==> src/rtl/dmem_wait.sv <==
// dmem_wait: single-port word memory answering each access after a fixed number of wait states.
// Byte loads/stores (LDRB/STRB) are built only when DMEM_BYTE_ACCESS_EN is defined.
module dmem_wait #(
    parameter int unsigned DEPTH_WORDS = 64,
    parameter int unsigned WAIT_CYCLES = 2
) (
    input  logic        clk,
    input  logic        reset,
    input  logic        req,
    input  logic        we,
    input  logic        bytesel,
    input  logic [31:0] a,
    input  logic [31:0] wd,
    output logic [31:0] rd,
    output logic        stall,
    output logic        ready,
    output logic        err,
    output logic [15:0] stall_cnt
);
    localparam int unsigned IDX_W = $clog2(DEPTH_WORDS);
    localparam int unsigned CNT_W = 4;

    localparam logic [1:0] IDLE = 2'd0;
    localparam logic [1:0] WAIT = 2'd1;
    localparam logic [1:0] DONE = 2'd2;

    logic [1:0]       state, state_n;
    logic [CNT_W-1:0] cnt, cnt_n;
    logic             we_q;
    logic [31:0]      a_q, wd_q;
    logic             latch_c;
    logic             commit_c;
    logic             ready_n, err_n;
    logic [31:0]      rd_n;

    logic [31:0]      acc_a_c, acc_wd_c;
    logic             acc_we_c;
    logic [IDX_W-1:0] acc_idx_c;
    logic             acc_oob_c;
    logic [31:0]      acc_word_c;
    logic [31:0]      load_c, store_c;

    logic [31:0]      mem [DEPTH_WORDS];

    // In IDLE the access is described by the live inputs, afterwards by the latched copy.
    assign acc_a_c    = (state == IDLE) ? a  : a_q;
    assign acc_wd_c   = (state == IDLE) ? wd : wd_q;
    assign acc_we_c   = (state == IDLE) ? we : we_q;
    assign acc_idx_c  = acc_a_c[IDX_W+1:2];
    assign acc_oob_c  = |acc_a_c[31:IDX_W+2];
    assign acc_word_c = mem[acc_idx_c];

`ifdef DMEM_BYTE_ACCESS_EN
    logic bytesel_q;
    logic acc_byte_c;

    assign acc_byte_c = (state == IDLE) ? bytesel : bytesel_q;

    always_ff @(posedge clk or posedge reset) begin
        if (reset) begin
            bytesel_q <= 1'b0;
        end else if (latch_c) begin
            bytesel_q <= bytesel;
        end
    end

    // Little-endian lane select for byte loads, read-modify-write merge for byte stores.
    always_comb begin
        load_c  = acc_word_c;
        store_c = acc_wd_c;
        if (acc_byte_c) begin
            load_c  = {24'd0, acc_word_c[{acc_a_c[1:0], 3'b000} +: 8]};
            store_c = acc_word_c;
            store_c[{acc_a_c[1:0], 3'b000} +: 8] = acc_wd_c[7:0];
        end
    end
`else
    logic unused_byte;

    assign load_c      = acc_word_c;
    assign store_c     = acc_wd_c;
    assign unused_byte = ^{bytesel, acc_a_c[1:0]};
`endif

    // Next-state and registered-output decode.
    always_comb begin
        state_n  = state;
        cnt_n    = cnt;
        latch_c  = 1'b0;
        commit_c = 1'b0;
        ready_n  = 1'b0;
        err_n    = 1'b0;
        rd_n     = '0;
        case (state)
            IDLE: begin
                if (req) begin
                    latch_c = 1'b1;
                    cnt_n   = CNT_W'(WAIT_CYCLES);
                    state_n = (WAIT_CYCLES == 0) ? DONE : WAIT;
                end
            end
            WAIT: begin
                cnt_n = cnt - CNT_W'(1);
                if (cnt == CNT_W'(1)) begin
                    state_n = DONE;
                end
            end
            DONE: begin
                commit_c = acc_we_c && !acc_oob_c;
                state_n  = IDLE;
            end
            default: begin
                state_n = IDLE;
            end
        endcase
        if (state_n == DONE) begin
            ready_n = 1'b1;
            err_n   = acc_oob_c;
            rd_n    = (acc_oob_c || acc_we_c) ? 32'd0 : load_c;
        end
    end

    always_ff @(posedge clk or posedge reset) begin
        if (reset) begin
            state <= IDLE;
            cnt   <= '0;
            ready <= 1'b0;
            err   <= 1'b0;
            rd    <= '0;
        end else begin
            state <= state_n;
            cnt   <= cnt_n;
            ready <= ready_n;
            err   <= err_n;
            rd    <= rd_n;
        end
    end

    always_ff @(posedge clk or posedge reset) begin
        if (reset) begin
            we_q <= 1'b0;
            a_q  <= '0;
            wd_q <= '0;
        end else if (latch_c) begin
            we_q <= we;
            a_q  <= a;
            wd_q <= wd;
        end
    end

    // Storage is never cleared; a store lands at the end of its DONE cycle.
    always_ff @(posedge clk) begin
        if (commit_c && !reset) begin
            mem[acc_idx_c] <= store_c;
        end
    end

    assign stall = (state == WAIT) || ((state == IDLE) && req && (WAIT_CYCLES != 0));

    always_ff @(posedge clk or posedge reset) begin
        if (reset) begin
            stall_cnt <= '0;
        end else if (stall && (stall_cnt != 16'hFFFF)) begin
            stall_cnt <= stall_cnt + 16'd1;
        end
    end

endmodule

==> config.mk <==
export PLATFORM = sky130hd
export DESIGN_NAME = dmem_wait
export DESIGN_NICKNAME = d
export VERILOG_FILES = /design/src/rtl/dmem_wait.sv
export SDC_FILE = /design/constraint.sdc
export NUM_CORES = 2
export LEC_CHECK = 0
export BUFFER_PORTS_ARGS = -buffer_cell sky130_fd_sc_hd__buf_2
export CAP_MARGIN = 20
export CORE_MARGIN = 2
export CORE_UTILIZATION = 35
export DETAILED_ROUTE_END_ITERATION = 7
export HOLD_SLACK_MARGIN = 0.06
export PLACE_DENSITY = 0.46
export SLEW_MARGIN = 20
export SYNTH_ARGS = -nofsm -noshare
export SYNTH_HDL_FRONTEND = slang
export SYNTH_SLANG_ARGS = --single-unit
==> constraint.sdc <==
create_clock -name clk -period 10.2 [get_ports clk]
set_clock_uncertainty 0.2 [all_clocks]
set_input_delay 1.02 -clock clk [delete_from_list [all_inputs] [get_ports clk]]
set_output_delay 1.02 -clock clk [all_outputs]
set_load 0.02 [all_outputs]
# Word-level counts from Yosys, hierarchy flattened
# Memories as Yosys holds them, arrays and structs flattened.
# Cells that the tools add are included.
# word_totals
elab_cells	47
regBits	121
n_memories	1
ram_bits	2048
in_bits	69
# op_classes
reduce_logical	12
addsub	2
n_mux	17
n_eq_ne	6
# mem_list
memory	words	word_bits	read_ports	rd_ports_with_merged_regs	wr	line	text
mem	64	32	1	0	1	43	logic [31:0] mem [DEPTH_WORDS];
# op_table
op	n
32-bit two-way mux	4
24-bit OR reduction	1
16-bit by 1-bit adder with 16-bit output (second input constant)	1
16-bit inequality test (second input constant)	1
1-bit two-way mux	8
4-bit one-hot mux with 2 select lines	1
2-bit == test (second input constant)	2
4-bit by 1-bit == test with 1-bit output (second input constant)	1
1-bit logical AND	4
2-bit two-way mux	2
4-bit two-way mux	1
2-bit one-hot mux with 2 select lines	1
4-bit by 1-bit subtractor with 4-bit output (second input constant)	1
2-bit by 1-bit == test with 1-bit output (second input constant)	1
1-bit logical NOT	2
2-bit logical NOT	1
1-bit logical OR	2
2-bit inequality test (second input constant)	1
2-bit AND reduction	1
2-bit nonzero test	1

# Logic depth before layout (Yosys ltp)
# depth
ltp_word	9
mapped_depth	12
mapped_depth_nobuf	7

# Worst setup path before layout
# OpenSTA, ideal clock, no wires.
# synth_path
kind	input port to flip-flop
from	input port a[4]
to	memory mem[10][0], enable pin
arrival_ns	3.806
setup_ns	0.421
setup_slack_ns	5.773
stages	6
cell_sequence	buf_2 or3_1 clkbuf_2 o22ai_1 nand2_1 nor2_1
# synth_between
elab_chain_cells	1
# synth_lines
item	line	text
start: declaration	12	input logic [31:0] a,
32-bit two-way mux	46	assign acc_a_c = (state == IDLE) ? a : a_q;
end: declaration	43	
# Every way passes these cells.

# Final worst setup path
# layout_path
from	register state[0]
to	register rd[12]
# layout_between
elab_chain_cells	6
# layout_lines
item	line	text
start: declaration	27	logic [1:0] state, state_n;
start signal: assignment	131	state <= state_n;
branches (longest 5 deep; another with memory 64 x 32 bit)	--	
32-bit two-way mux (*)	116	if (state_n == DONE) begin
named net rd_n[12]	34	logic [31:0] rd_n;
end signal: assignment	135	rd <= rd_n;
end: declaration	14	output logic [31:0] rd,
# Mark *: on every way through the listed nets, which the timed path passes.
# A chain may end at the register's enable or synchronous reset.

==> report_table.html <==
<table>
<tr><th>Metric</th><th>Value</th></tr>
<tr><th colspan="2">Die</th></tr>
<tr><td>Starting density of the core</td><td>35.1%</td></tr>
<tr><td>Die height</td><td>roughly 480 µm</td></tr>
<tr><td>I/O pin count</td><td>120</td></tr>
<tr><td>Number of rows created at floorplan</td><td>174</td></tr>
<tr><td>Die Footprint</td><td>229,000 µm²</td></tr>
<tr><td>Horizontal die dimension</td><td>479 µm</td></tr>
<tr><td>Core outline area</td><td>between 200,000 and 250,000 µm²</td></tr>
<tr><th colspan="2">Finish</th></tr>
<tr><td>Layout cells sized above 1</td><td>14.4%</td></tr>
<tr><td>Fraction of the core area covered by cells at the end of the flow</td><td>40.7%</td></tr>
<tr><td>Count of placed standard cells in the final layout, fillers left out</td><td>8,111</td></tr>
<tr><td>Total non-filler cell area in the finished layout</td><td>a little over 90,000 µm²</td></tr>
<tr><td>Area growth from synthesis to final layout</td><td>15.7%</td></tr>
<tr><td>Count of nets after finishing</td><td>4,994</td></tr>
<tr><th colspan="2">Placed design</th></tr>
<tr><td>Dpl cell area</td><td>84,100 µm²</td></tr>
<tr><td>Half-perimeter wire length after detailed placement</td><td>157,000 µm</td></tr>
<tr><td>Port buffer count</td><td>116</td></tr>
<tr><td>Global placement routability congestion</td><td>0.814</td></tr>
<tr><td>Pre-CTS setup slack</td><td>4.36 ns</td></tr>
<tr><td>Dpl cells</td><td>7,691</td></tr>
<tr><th colspan="2">Pwr</th></tr>
<tr><td>Gate power share</td><td>29.1%</td></tr>
<tr><td>Part of the power in the clock network</td><td>28.9%</td></tr>
<tr><td>Switching share of total power</td><td>between 30% and 40%</td></tr>
<tr><td>Seq pwr share</td><td>42.0%</td></tr>
<tr><td>Internal power of the cells</td><td>17.8 mW</td></tr>
<tr><td>Cell leakage power</td><td>29.5 nW</td></tr>
<tr><td>Power per unit of standard cell area</td><td>304 nW/µm²</td></tr>
<tr><td>PnR Total Power</td><td>27.7 mW</td></tr>
<tr><td>Worst vdd ir</td><td>0.194 mV</td></tr>
<tr><td>Net switching component of the power</td><td>just under 10 mW</td></tr>
<tr><th colspan="2">Logic synthesis</th></tr>
<tr><td>Post-synthesis cell area</td><td>78,800 µm²</td></tr>
<tr><td>Count of cell types in the netlist</td><td>67</td></tr>
<tr><td>Share of flip-flops with an asynchronous set or reset after synthesis</td><td>5.49%</td></tr>
<tr><td>Mapped Nets</td><td>~4.8k</td></tr>
<tr><td>Register area share after synthesis</td><td>between 80% and 90%</td></tr>
<tr><td>Number of flip-flops and latches in the synthesized netlist</td><td>roughly 2.2k</td></tr>
<tr><td>Area share of the largest cell type after synthesis</td><td>between 70% and 80%</td></tr>
<tr><td>YS warnings</td><td>0</td></tr>
<tr><td>Largest cells by area after synthesis</td><td>edfxtp_1 78%, o22ai_1 6.3%, dfrtp_1 3.8%, nand2_1 2.7%, nor4_1 1.3%</td></tr>
<tr><td>Most area-hungry cell type in the Yosys netlist</td><td>edfxtp_1</td></tr>
<tr><td>Flip-flop cell with the highest count after synthesis</td><td>edfxtp_1</td></tr>
<tr><td>Synthesized area per cell</td><td>roughly 17 µm²</td></tr>
<tr><td>Number of cells produced by synthesis</td><td>roughly 4.7k</td></tr>
<tr><td>Number of flops mapped to enable cells by yosys</td><td>just over 2k</td></tr>
<tr><th colspan="2">Worst setup path</th></tr>
<tr><td>Nature of the critical path endpoint</td><td>register</td></tr>
<tr><td>Required time at the worst-slack endpoint</td><td>~11 ns</td></tr>
<tr><td>Crit path arrival time</td><td>5.74 ns</td></tr>
<tr><td>Launching point of the worst reg2reg path</td><td>state[0]$_DFF_PP0_</td></tr>
<tr><td>CP Max Fanout</td><td>33</td></tr>
<tr><td>Cell family contributing the most delay on the critical path</td><td>simple AND/OR/NAND/NOR gates</td></tr>
<tr><td>FF-to-FF setup slack</td><td>just under 5 ns</td></tr>
<tr><td>Most used cell along the critical path</td><td>buf_4</td></tr>
<tr><td>Buffering stage count on the worst path with inverters included</td><td>2</td></tr>
<tr><td>Startpoint type of the worst setup path</td><td>register</td></tr>
<tr><td>Cells on worst reg2reg path</td><td>9</td></tr>
<tr><td>RR Endpoint</td><td>rd[12]$_DFF_PP0_</td></tr>
<tr><td>Delay of the slowest cell on the worst path</td><td>0.75 ns</td></tr>
<tr><td>Worst path slowest cell</td><td>dfrtp_1</td></tr>
<tr><td>CP Cell Sequence</td><td>or3b_1 &gt; o22a_4 &gt; buf_4 &gt; buf_4 &gt; o22a_1 &gt; o221ai_1 &gt; nor3_1 &gt; o22ai_1 &gt; nor4_1</td></tr>
<tr><td>Crit Path Category</td><td>register to register</td></tr>
<tr><th colspan="2">Clocking</th></tr>
<tr><td>Clock buffers created by TritonCTS</td><td>221</td></tr>
<tr><td>Clock-pin transition on the worst setup and hold timing paths</td><td>around 0.060 ns</td></tr>
<tr><td>Post-cts gate resize count</td><td>0</td></tr>
<tr><td>Maximum level of the CTS H-tree</td><td>4</td></tr>
<tr><td>Clock buffer depth</td><td>3</td></tr>
<tr><td>CTS tree</td><td>built</td></tr>
<tr><td>CTS sink cnt</td><td>2,167</td></tr>
<tr><td>CTS hold repair buffers</td><td>0</td></tr>
<tr><td>Source-to-sink clock delay at the later pin of the worst-skew pair</td><td>0.88 ns</td></tr>
<tr><td>Clock Root Buffer</td><td>clkbuf_16</td></tr>
<tr><td>Post-CTS setup buffer count</td><td>0</td></tr>
<tr><th colspan="2">Route</th></tr>
<tr><td>ANT nets after route</td><td>0</td></tr>
<tr><td>Avg WL per Cell</td><td>35.9 µm</td></tr>
<tr><td>Number of iterations in the first detailed-routing pass</td><td>5</td></tr>
<tr><td>Remaining design rule violation count</td><td>0</td></tr>
<tr><td>Drt total wl</td><td>291,000 µm</td></tr>
<tr><td>Number of DRC markers in iteration 0</td><td>5,742</td></tr>
<tr><td>Per-cell via count in the routed design</td><td>5.93</td></tr>
<tr><td>Detailed-route via count</td><td>48.1k</td></tr>
<tr><th colspan="2">GRT</th></tr>
<tr><td>Largest net degree at the start of global routing</td><td>91</td></tr>
<tr><td>First-pass GRT wire length</td><td>397,000 µm</td></tr>
<tr><td>GRT Total Usage</td><td>24.9%</td></tr>
<tr><td>Vias in the first global route</td><td>46.1k</td></tr>
<tr><td>Total gr overflow</td><td>0</td></tr>
<tr><td>Number of antenna violations at the first check in global routing</td><td>12</td></tr>
<tr><th colspan="2">STA</th></tr>
<tr><td>Setup slack after layout</td><td>4.94 ns</td></tr>
<tr><td>Final critical path time including I/O delays and setup</td><td>about 5.3 ns</td></tr>
<tr><td>Tightest Pin Transition</td><td>1.19 ns</td></tr>
<tr><td>Setup Total Neg Slack</td><td>0 ns</td></tr>
<tr><td>Headroom to the max-slew limit</td><td>20.6%</td></tr>
<tr><td>Number of pins exceeding their max-slew limit in the final report</td><td>0</td></tr>
<tr><td>Unrepaired setup endpoints after global routing</td><td>no</td></tr>
<tr><td>Final setup violation count</td><td>0</td></tr>
<tr><td>Final Hold Violating Endpoints</td><td>0</td></tr>
<tr><td>Final cycle utilization of the critical path</td><td>~52%</td></tr>
<tr><td>Maximum clock rate</td><td>190 MHz</td></tr>
<tr><td>Final hold slack</td><td>0.115 ns</td></tr>
<tr><th colspan="2">Run</th></tr>
<tr><td>Maximum capacitance violations</td><td>0</td></tr>
<tr><th colspan="2">Outcome</th></tr>
<tr><td>Run status</td><td>complete, no violations</td></tr>
<tr><th colspan="2">Worst hold path</th></tr>
<tr><td>Type of the most critical hold path</td><td>primary input to asynchronous set/reset pin</td></tr>
</table>
==> logic make-up after synthesis <==
group,after synthesis,synth area share (%)
compound gates,1116,9.66
xor+xnor,15,0.167
fa+ha+maj,3,0.0476
buf+inv,297,1.61
flops,2167,81.8
mux,43,0.548
simple gates,1059,6.18
==> layout make-up <==
class / instances / area (µm²)
inverters: 8 / 35.0
well taps: 2992 / 3740
multi-input cells: 2236 / 13800
repair buffers: 288 / 2090
fillers: 20200 / 133000
clock inverters: 130 / 1100
diodes: 4 / 10.0
clock buffers: 286 / 5990
flip-flops and latches: 2167 / 64500
==> worst reg2reg max path, stage by stage, from the launching register on <==
cell      delay [ns]
dfrtp_1         0.75
or3b_1          0.56
o22a_4          0.75
buf_4           0.64
buf_4           0.60
o22a_1          0.23
o221ai_1        0.10
nor3_1          0.48
o22ai_1         0.16
nor4_1          0.60
==> registers in the layout (all words and copies together), names as in the netlist, 2 cells and up <==
register   cells
a_q           30
mem         2048
wd_q          32
stall_cnt     16
cnt            4
state          2
rd            32
==> Yosys cell counts, drive strengths merged, types with 40 or more instances <==
| library cell | instances |
|---|---|
| a32o | 40 |
| nor2 | 90 |
| buf | 135 |
| mux2i | 42 |
| o22ai | 800 |
| o22a | 53 |
| dfrtp | 119 |
| nand2 | 573 |
| nor3 | 87 |
| o221ai | 83 |
| nor4 | 168 |
| clkbuf | 154 |
| and3 | 76 |
| edfxtp | 2048 |
| o21ai | 53 |
==> power by group through the flow <==
stage          logic (mW)  registers, mW  clock network (mW)
4_1_cts              8.00           11.7                8.11
2_1_floorplan        4.06           11.9                   0
5_1_grt              8.43           11.7                8.46
6_report             8.07           11.7                8.01
3_3_place_gp         7.91           11.8                   0
3_5_place_dp         7.98           11.8                   0
==> worst max-delay path by stage <==
| stage | depth (start not counted) | endpoint | from |
|---|---|---|---|
| 2_1_floorplan | 6 | mem[10][0]$_DFFE_PP_ | a[4] |
| 3_3_place_gp | 10 | rd[31]$_DFF_PP0_ | a[3] |
| 3_5_place_dp | 10 | rd[31]$_DFF_PP0_ | a[3] |
| 4_1_cts | 9 | rd[31]$_DFF_PP0_ | state[0]$_DFF_PP0_ |
| 5_1_grt | 9 | rd[12]$_DFF_PP0_ | state[0]$_DFF_PP0_ |
| 6_report | 9 | rd[12]$_DFF_PP0_ | state[0]$_DFF_PP0_ |
==> metal layers <==
metal	GRT usage, %	share of wire (%)	vias to the layer above
li1	-	-	19600
met1	34.7	42	25800
met2	40.0	47	2241
met3	4.05	7.6	448
met4	8.13	3.5	0
met5	0	0	-
==> cells in the final DEF (no fill, tap or decap), types with 21 or more instances in the layout <==
cell / instances
o22a_1: 50
clkbuf_1: 50
o221ai_1: 83
nand2_2: 33
buf_4: 156
o41ai_1: 25
nor2_1: 21
nor3_1: 87
nor2_4: 68
dfrtp_1: 119
clkinv_2: 41
buf_2: 116
a32o_1: 39
o22ai_1: 797
nand3_1: 24
and3_1: 76
clkbuf_16: 227
edfxtp_1: 2048
mux2i_1: 42
clkinv_1: 55
nand2_1: 532
o21ai_0: 49
nor4_1: 167
No activity file was read; power rests on OpenSTA's default activity.
